`src/rtl/vlsu_cam_pkg.sv`:
```
// Shared parameters and types for the VLSU CAM allocation controller.
package vlsu_cam_pkg;
   localparam int DEPTH   = 16;
   localparam int INDEX   = $clog2(DEPTH);
   localparam int DATA    = 32;
   localparam int PAYLOAD = 8;
   localparam int READ    = 2;
   localparam int VIS_LAT = 3;

   typedef logic [INDEX-1:0]            index_t;
   typedef logic [INDEX:0]              count_t;
   typedef logic [DEPTH-1:0]            depth_t;
   typedef logic [DATA+PAYLOAD-1:0]     udata_t;
   typedef logic [DATA-1:0]             sdata_t;
   typedef logic [READ-1:0][DEPTH-1:0]  enable_t;

   // Circular increment; DEPTH need not be a power of two.
   function automatic index_t idx_inc(index_t i);
      return (i == index_t'(DEPTH-1)) ? '0 : index_t'(i + index_t'(1));
   endfunction
endpackage

```
`src/rtl/vlsu_cam_alloc_ctrl_if.sv`:
```
// Allocation/retire handshake and CAM write-side bundle.
// Optional flush_i exists only when VLSU_CAM_FLUSH_EN is defined.
interface vlsu_cam_alloc_ctrl_if;
   import vlsu_cam_pkg::*;

   logic    alloc_valid_i;
   logic    alloc_ready_o;
   udata_t  alloc_data_i;
   index_t  alloc_index_o;
   logic    retire_i;
`ifdef VLSU_CAM_FLUSH_EN
   logic    flush_i;
`endif
   logic    cam_write_o;
   index_t  cam_write_addr_o;
   udata_t  cam_write_data_o;
   index_t  cam_head_o;
   enable_t cam_enable_o;
   count_t  count_o;
   logic    full_o;
   logic    empty_o;

`ifdef VLSU_CAM_FLUSH_EN
   modport slave (
      input  alloc_valid_i, alloc_data_i, retire_i, flush_i,
      output alloc_ready_o, alloc_index_o, cam_write_o, cam_write_addr_o,
             cam_write_data_o, cam_head_o, cam_enable_o, count_o, full_o, empty_o
   );
   modport master (
      output alloc_valid_i, alloc_data_i, retire_i, flush_i,
      input  alloc_ready_o, alloc_index_o, cam_write_o, cam_write_addr_o,
             cam_write_data_o, cam_head_o, cam_enable_o, count_o, full_o, empty_o
   );
`else
   modport slave (
      input  alloc_valid_i, alloc_data_i, retire_i,
      output alloc_ready_o, alloc_index_o, cam_write_o, cam_write_addr_o,
             cam_write_data_o, cam_head_o, cam_enable_o, count_o, full_o, empty_o
   );
   modport master (
      output alloc_valid_i, alloc_data_i, retire_i,
      input  alloc_ready_o, alloc_index_o, cam_write_o, cam_write_addr_o,
             cam_write_data_o, cam_head_o, cam_enable_o, count_o, full_o, empty_o
   );
`endif
endinterface

```
`src/rtl/vlsu_cam_vis_pipe.sv`:
```
// Valid+index delay line; output is the index arriving this cycle, one cycle
// before it becomes visible. Synchronous clear and per-stage kill by index.
module vlsu_cam_vis_pipe
   import vlsu_cam_pkg::*;
#(
   parameter int STAGES = VIS_LAT - 1
) (
   input  logic   clk,
   input  logic   i_clr,
   input  logic   i_valid,
   input  index_t i_index,
   input  logic   i_kill,
   input  index_t i_kill_index,
   output logic   o_valid,
   output index_t o_index
);
   logic   [STAGES:0] vld_pipe;
   index_t [STAGES:0] w_idx;

   assign vld_pipe[0] = i_valid;
   assign w_idx[0]    = i_index;

   if (STAGES > 0) begin : g_stg
      logic   [STAGES:1] r_vld;
      index_t [STAGES:1] r_idx;

      always_ff @(posedge clk) begin
         if (i_clr) begin
            r_vld <= '0;
            r_idx <= '0;
         end else begin
            for (int s = 1; s <= STAGES; s++) begin
               r_vld[s] <= vld_pipe[s-1] && !(i_kill && (w_idx[s-1] == i_kill_index));
               r_idx[s] <= w_idx[s-1];
            end
         end
      end

      assign vld_pipe[STAGES:1] = r_vld;
      assign w_idx[STAGES:1]    = r_idx;
   end

   // A retire of the arriving index in the same cycle wins.
   assign o_valid = vld_pipe[STAGES] && !(i_kill && (w_idx[STAGES] == i_kill_index));
   assign o_index = w_idx[STAGES];
endmodule

```
`src/rtl/vlsu_cam_alloc_ctrl.sv`:
```
// Circular allocate/retire controller driving the VLSU CAM write side.
// Define VLSU_CAM_FLUSH_EN to add the flush_i clear input.
module vlsu_cam_alloc_ctrl
   import vlsu_cam_pkg::*;
(
   input logic                  clk,
   input logic                  rst,
   vlsu_cam_alloc_ctrl_if.slave bus
);
   index_t r_head, r_tail;
   count_t r_count;
   depth_t r_alloc, r_vis;
   logic   r_wr;
   index_t r_wr_addr;
   udata_t r_wr_data;

   logic   w_full, w_empty, w_accept, w_retire, w_flush, w_arr_vld;
   index_t w_arr_idx;

`ifdef VLSU_CAM_FLUSH_EN
   assign w_flush = bus.flush_i;
`else
   assign w_flush = 1'b0;
`endif

   assign w_full   = (r_count == count_t'(DEPTH));
   assign w_empty  = (r_count == '0);
   assign bus.alloc_ready_o = !w_full && !rst;
   assign w_accept = bus.alloc_valid_i && bus.alloc_ready_o;
   assign w_retire = bus.retire_i && !w_empty;

   vlsu_cam_vis_pipe u_vis (
      .clk          (clk),
      .i_clr        (rst || w_flush),
      .i_valid      (w_accept),
      .i_index      (r_tail),
      .i_kill       (w_retire),
      .i_kill_index (r_head),
      .o_valid      (w_arr_vld),
      .o_index      (w_arr_idx)
   );

   always_ff @(posedge clk) begin
      if (rst) begin
         r_head    <= '0;
         r_tail    <= '0;
         r_count   <= '0;
         r_alloc   <= '0;
         r_vis     <= '0;
         r_wr      <= 1'b0;
         r_wr_addr <= '0;
         r_wr_data <= '0;
      end else if (w_flush) begin
         r_head  <= '0;
         r_tail  <= '0;
         r_count <= '0;
         r_alloc <= '0;
         r_vis   <= '0;
         r_wr    <= 1'b0;
      end else begin
         r_wr <= w_accept;
         if (w_accept) begin
            r_wr_addr        <= r_tail;
            r_wr_data        <= bus.alloc_data_i;
            r_alloc[r_tail]  <= 1'b1;
            r_tail           <= idx_inc(r_tail);
         end
         // Late visibility is dropped if the entry was retired meanwhile.
         if (w_arr_vld && r_alloc[w_arr_idx])
            r_vis[w_arr_idx] <= 1'b1;
         if (w_retire) begin
            r_alloc[r_head] <= 1'b0;
            r_vis[r_head]   <= 1'b0;
            r_head          <= idx_inc(r_head);
         end
         r_count <= r_count + count_t'(w_accept) - count_t'(w_retire);
      end
   end

   assign bus.alloc_index_o    = r_tail;
   assign bus.cam_write_o      = r_wr;
   assign bus.cam_write_addr_o = r_wr_addr;
   assign bus.cam_write_data_o = r_wr_data;
   assign bus.cam_head_o       = r_head;
   assign bus.cam_enable_o     = {READ{r_alloc & r_vis}};
   assign bus.count_o          = r_count;
   assign bus.full_o           = w_full;
   assign bus.empty_o          = w_empty;
endmodule
```
`src/flat_wrapper.sv`:
```
// flat-port wrapper written by rule: the top's interface ports become plain ports
module vlsu_cam_alloc_ctrl_flat import vlsu_cam_pkg::*;
  (clk, rst, bus_alloc_valid_i, bus_alloc_data_i, bus_retire_i, bus_alloc_ready_o, bus_alloc_index_o, bus_cam_write_o, bus_cam_write_addr_o, bus_cam_write_data_o, bus_cam_head_o, bus_cam_enable_o, bus_count_o, bus_full_o, bus_empty_o);
  vlsu_cam_alloc_ctrl_if bus_i ();
  input logic clk;
  input logic rst;
  input wire logic [$bits(bus_i.alloc_valid_i)-1:0] bus_alloc_valid_i;
  input wire logic [$bits(bus_i.alloc_data_i)-1:0] bus_alloc_data_i;
  input wire logic [$bits(bus_i.retire_i)-1:0] bus_retire_i;
  output wire logic [$bits(bus_i.alloc_ready_o)-1:0] bus_alloc_ready_o;
  output wire logic [$bits(bus_i.alloc_index_o)-1:0] bus_alloc_index_o;
  output wire logic [$bits(bus_i.cam_write_o)-1:0] bus_cam_write_o;
  output wire logic [$bits(bus_i.cam_write_addr_o)-1:0] bus_cam_write_addr_o;
  output wire logic [$bits(bus_i.cam_write_data_o)-1:0] bus_cam_write_data_o;
  output wire logic [$bits(bus_i.cam_head_o)-1:0] bus_cam_head_o;
  output wire logic [$bits(bus_i.cam_enable_o)-1:0] bus_cam_enable_o;
  output wire logic [$bits(bus_i.count_o)-1:0] bus_count_o;
  output wire logic [$bits(bus_i.full_o)-1:0] bus_full_o;
  output wire logic [$bits(bus_i.empty_o)-1:0] bus_empty_o;
  assign bus_i.alloc_valid_i = bus_alloc_valid_i;
  assign bus_i.alloc_data_i = bus_alloc_data_i;
  assign bus_i.retire_i = bus_retire_i;
  assign bus_alloc_ready_o = bus_i.alloc_ready_o;
  assign bus_alloc_index_o = bus_i.alloc_index_o;
  assign bus_cam_write_o = bus_i.cam_write_o;
  assign bus_cam_write_addr_o = bus_i.cam_write_addr_o;
  assign bus_cam_write_data_o = bus_i.cam_write_data_o;
  assign bus_cam_head_o = bus_i.cam_head_o;
  assign bus_cam_enable_o = bus_i.cam_enable_o;
  assign bus_count_o = bus_i.count_o;
  assign bus_full_o = bus_i.full_o;
  assign bus_empty_o = bus_i.empty_o;
  vlsu_cam_alloc_ctrl u_core (.clk(clk), .rst(rst), .bus(bus_i));
endmodule
```
`config.mk`:
```
export PLATFORM = sky130hd
export DESIGN_NAME = vlsu_cam_alloc_ctrl_flat
export DESIGN_NICKNAME = d
export VERILOG_FILES = /design/src/rtl/vlsu_cam_pkg.sv /design/src/rtl/vlsu_cam_alloc_ctrl_if.sv /design/src/rtl/vlsu_cam_vis_pipe.sv /design/src/rtl/vlsu_cam_alloc_ctrl.sv /design/src/flat_wrapper.sv
export SDC_FILE = /design/constraint.sdc
export NUM_CORES = 1
export LEC_CHECK = 0
export CORE_MARGIN = 5
export CORE_UTILIZATION = 45
export CTS_CLUSTER_DIAMETER = 50
export DETAILED_ROUTE_END_ITERATION = 8
export GPL_TIMING_DRIVEN = 0
export HOLD_SLACK_MARGIN = 0.06
export MAX_ROUTING_LAYER = met4
export PLACE_DENSITY = 0.86
export SYNTH_ARGS = -nofsm -noshare
export SYNTH_HDL_FRONTEND = slang
export SYNTH_SLANG_ARGS = --single-unit
```
`constraint.sdc`:
```
create_clock -name clk -period 5.5 [get_ports clk]
set_input_delay 1.1 -clock clk [delete_from_list [all_inputs] [get_ports clk]]
set_output_delay 1.1 -clock clk [all_outputs]
set_load 0.05 [all_outputs]
```
==> flow_summary.toml <==
[logic_synthesis]
synth-async-reset-ratio_pct = 0
synth-seq-area-share_pct = 44.6
avgSynthCellArea_um2 = 8.83
synthCells = 508
synth-seq-cells = 100
synthDistinctLibCells = 46
synth_ff_type = "dfxtp_1"
synth_edf_count = 0
ys_warn_count = 0
syn_area_um2 = 4480
synth_fp_nets = 567

[routing]
routed_wl_um = 12400
via_per_inst = 5.19
drt_iter0_drc = 250
drtAntennaViolNets = 0
drt_first_pass_iters = 6
vias = 4110
post_drt_wl_per_cell_um = 15.7
drc = 0

[worst_setup_path]
cp-end-kind = "output port"
crit_path_max_fanout = 10
path_class = "primary input to output port"
cp.required_ps = 4400
critPathLaunchType = "primary input"
arrival_ps = 3270

[global_route]
grtUsageTotal_pct = 21.7
grt_use_met3_pct = 3.82
antenna_found_initial = 0
busiest_layer = "met2"
grtUsageMet2_pct = 36.0
grt_pass1_vias = 4141
grt_start_max_net_pins = 17
grt-ovfl-total = 0
grt_use_met1_pct = 26.7
grt_pass1_wl_um = 20000

[die]
dieWidth_um = 110
die-area_um2 = 12100
die_h_um = 110
start_util_pct = 46.1
core-area_um2 = 9730
num_rows = 36
io_pins = 137

[power_and_ir_drop]
p_switching_uw = 866
p_leak_nw = 2.31
power_mw = 2.23
clockPowerShare_pct = 22.9
max-vdd-ir-drop_mv = 0.217
p_comb_share_pct = 38.8
seq_power_share_pct = 38.4
switching_share_pct = 38.8
power_density_nw_per_um2 = 359
internal-power_mw = 1.37

[sta]
period_minus_slack_ps = 4370
fin_ws_ps = 1130
maxSlewViolCount = 0
timing.setup.tns_ps = 0
maxSlewHeadroom_pct = 51.7
timing.fmax_mhz = 229
tightest_slew_ps = 718
rsz0062_at_grt = "false"
skew_ps = 10.5
hold_violations = 0
holdWs_ps = 431
finalCritPeriodShare_pct = 79.4
setup_violations = 0

[clock_network]
postCtsHoldBufs = 0
clk_latency_ps = 350
htreeDepth = 3
cts_resized = 0
clkTransAtPathRegs_ps = 90
cts_tree = "built"
clock-sinks = 100
clockBufferDepth = 2
cts_buffers = 9
cts_root_buf = "clkbuf_8"
postCtsSetupBuffers = 0

[layout]
multi_input_area_um2 = 2170
final_core_util_pct = 63.9
seq_area_um2 = 2000
postLayoutCellArea_um2 = 6220
antenna_cells = 0
final_cell_mix = "clkdlybuf4s50_1 (135), dfxtp_1 (100), nand2_1 (46), nand2b_1 (46), o21ai_0 (44)"
fin_nets = 713
nFillCells = 818
fin_cells = 792
drive_above_1_share_pct = 6.53
area_delta_synth_final_pct = 38.7
layout_commonest_cell = "clkdlybuf4s50_1"

[hold_path]
min_path_type = "flop to flop"

[placement]
gp_congestion = 0.958
numPortBuffers = 135
dpl.cell_count = 776
place_ws_ps = 1120
place.detailed.hpwl_um = 9530
post_dp_cell_area_um2 = 6000

[job]
max_cap_viol_count = 0

[status]
run_status = "finished, final reports clean"
routing by layer:
layer | up-vias | part of all wire, %
li1 | 1999 | -
met1 | 1909 | 42
met2 | 177 | 48
met3 | 25 | 7.9
met4 | 0 | 2.3
met5 | - | 0
kinds of logic (layout without fill, tap and decap cells):
| group | count (synthesis) | count (layout) | synth area share (%) |
|---|---|---|---|
| DFF | 100 | 100 | 44.6 |
| muxes | 7 | 7 | 1.62 |
| xor gates and xnor gates | 16 | 16 | 3.12 |
| AOI/OAI and AO/OA | 115 | 115 | 15.5 |
| adders and majority gates | 15 | 15 | 4.35 |
| and+or+nand+nor | 191 | 191 | 23.9 |
| buffers and inverters | 64 | 215 | 6.89 |
final cells by class:
class	instances	share of cell area [%]
clock inverters	5	1.37
plain buffers	48	4.00
repair buffers	135	21.7
inverters	16	0.966
flip-flops and latches	100	32.2
clock buffers	11	2.11
well taps	133	2.68
multi-input cells	344	34.9
synth_stat cells, types with 14 or more instances:
cell,instances,area [um^2]
a31oi_1,35,219
and2_1,21,131
buf_4,16,120
clkbuf_1,25,93.8
dfxtp_1,100,2000
ha_1,14,175
inv_1,15,56.3
nand2_1,46,173
nand2b_1,46,288
nor2_1,19,71.3
nor2b_1,28,175
o21ai_0,44,220
sequential cells by signal, indices dropped and copies added (netlist names):
signal                       count
u_core.bus.cam_write_addr_o      4
u_core.u_vis.o_index             4
u_core.u_vis.g_stg.r_vld         2
u_core.u_vis.g_stg.r_idx         4
u_core.bus.cam_head_o            4
u_core.bus.count_o               5
u_core.r_alloc                  16
u_core.bus.cam_write_o           1
u_core.bus.cam_write_data_o     40
u_core.bus.alloc_index_o         4
u_core.r_vis                    16
path summary, 6_finish.rpt:
check,start,to,slack [ps],cells after the start
min,u_core.u_vis.g_stg.r_vld[1]$_SDFF_PP0_,u_core.u_vis.g_stg.r_vld[2]$_SDFF_PP0_,430,2
max,rst,bus_alloc_ready_o,1130,5
max reg2reg,u_core.bus.count_o[2]$_SDFF_PP0_,u_core.bus.count_o[4]$_SDFF_PP0_,1930,13
min reg2reg,u_core.u_vis.g_stg.r_vld[1]$_SDFF_PP0_,u_core.u_vis.g_stg.r_vld[2]$_SDFF_PP0_,430,2
worst max-delay path, stage by stage:
cell and delay [ps]:
clkbuf_1 410, clkbuf_1 440, buf_1 490, nor2_1 100, clkdlybuf4s50_1 720
power groups by stage:
stage | Clock [mW] | Combinational [mW] | Sequential [mW]
after global placement | 0 | 0.843 | 0.868
after CTS | 0.521 | 0.866 | 0.857
after global routing | 0.548 | 0.929 | 0.867
after floorplan | 0 | 0.352 | 1.09
after detailed placement | 0 | 0.864 | 0.873
final | 0.510 | 0.865 | 0.857
Note: power is estimated with default switching activity, not from simulation.
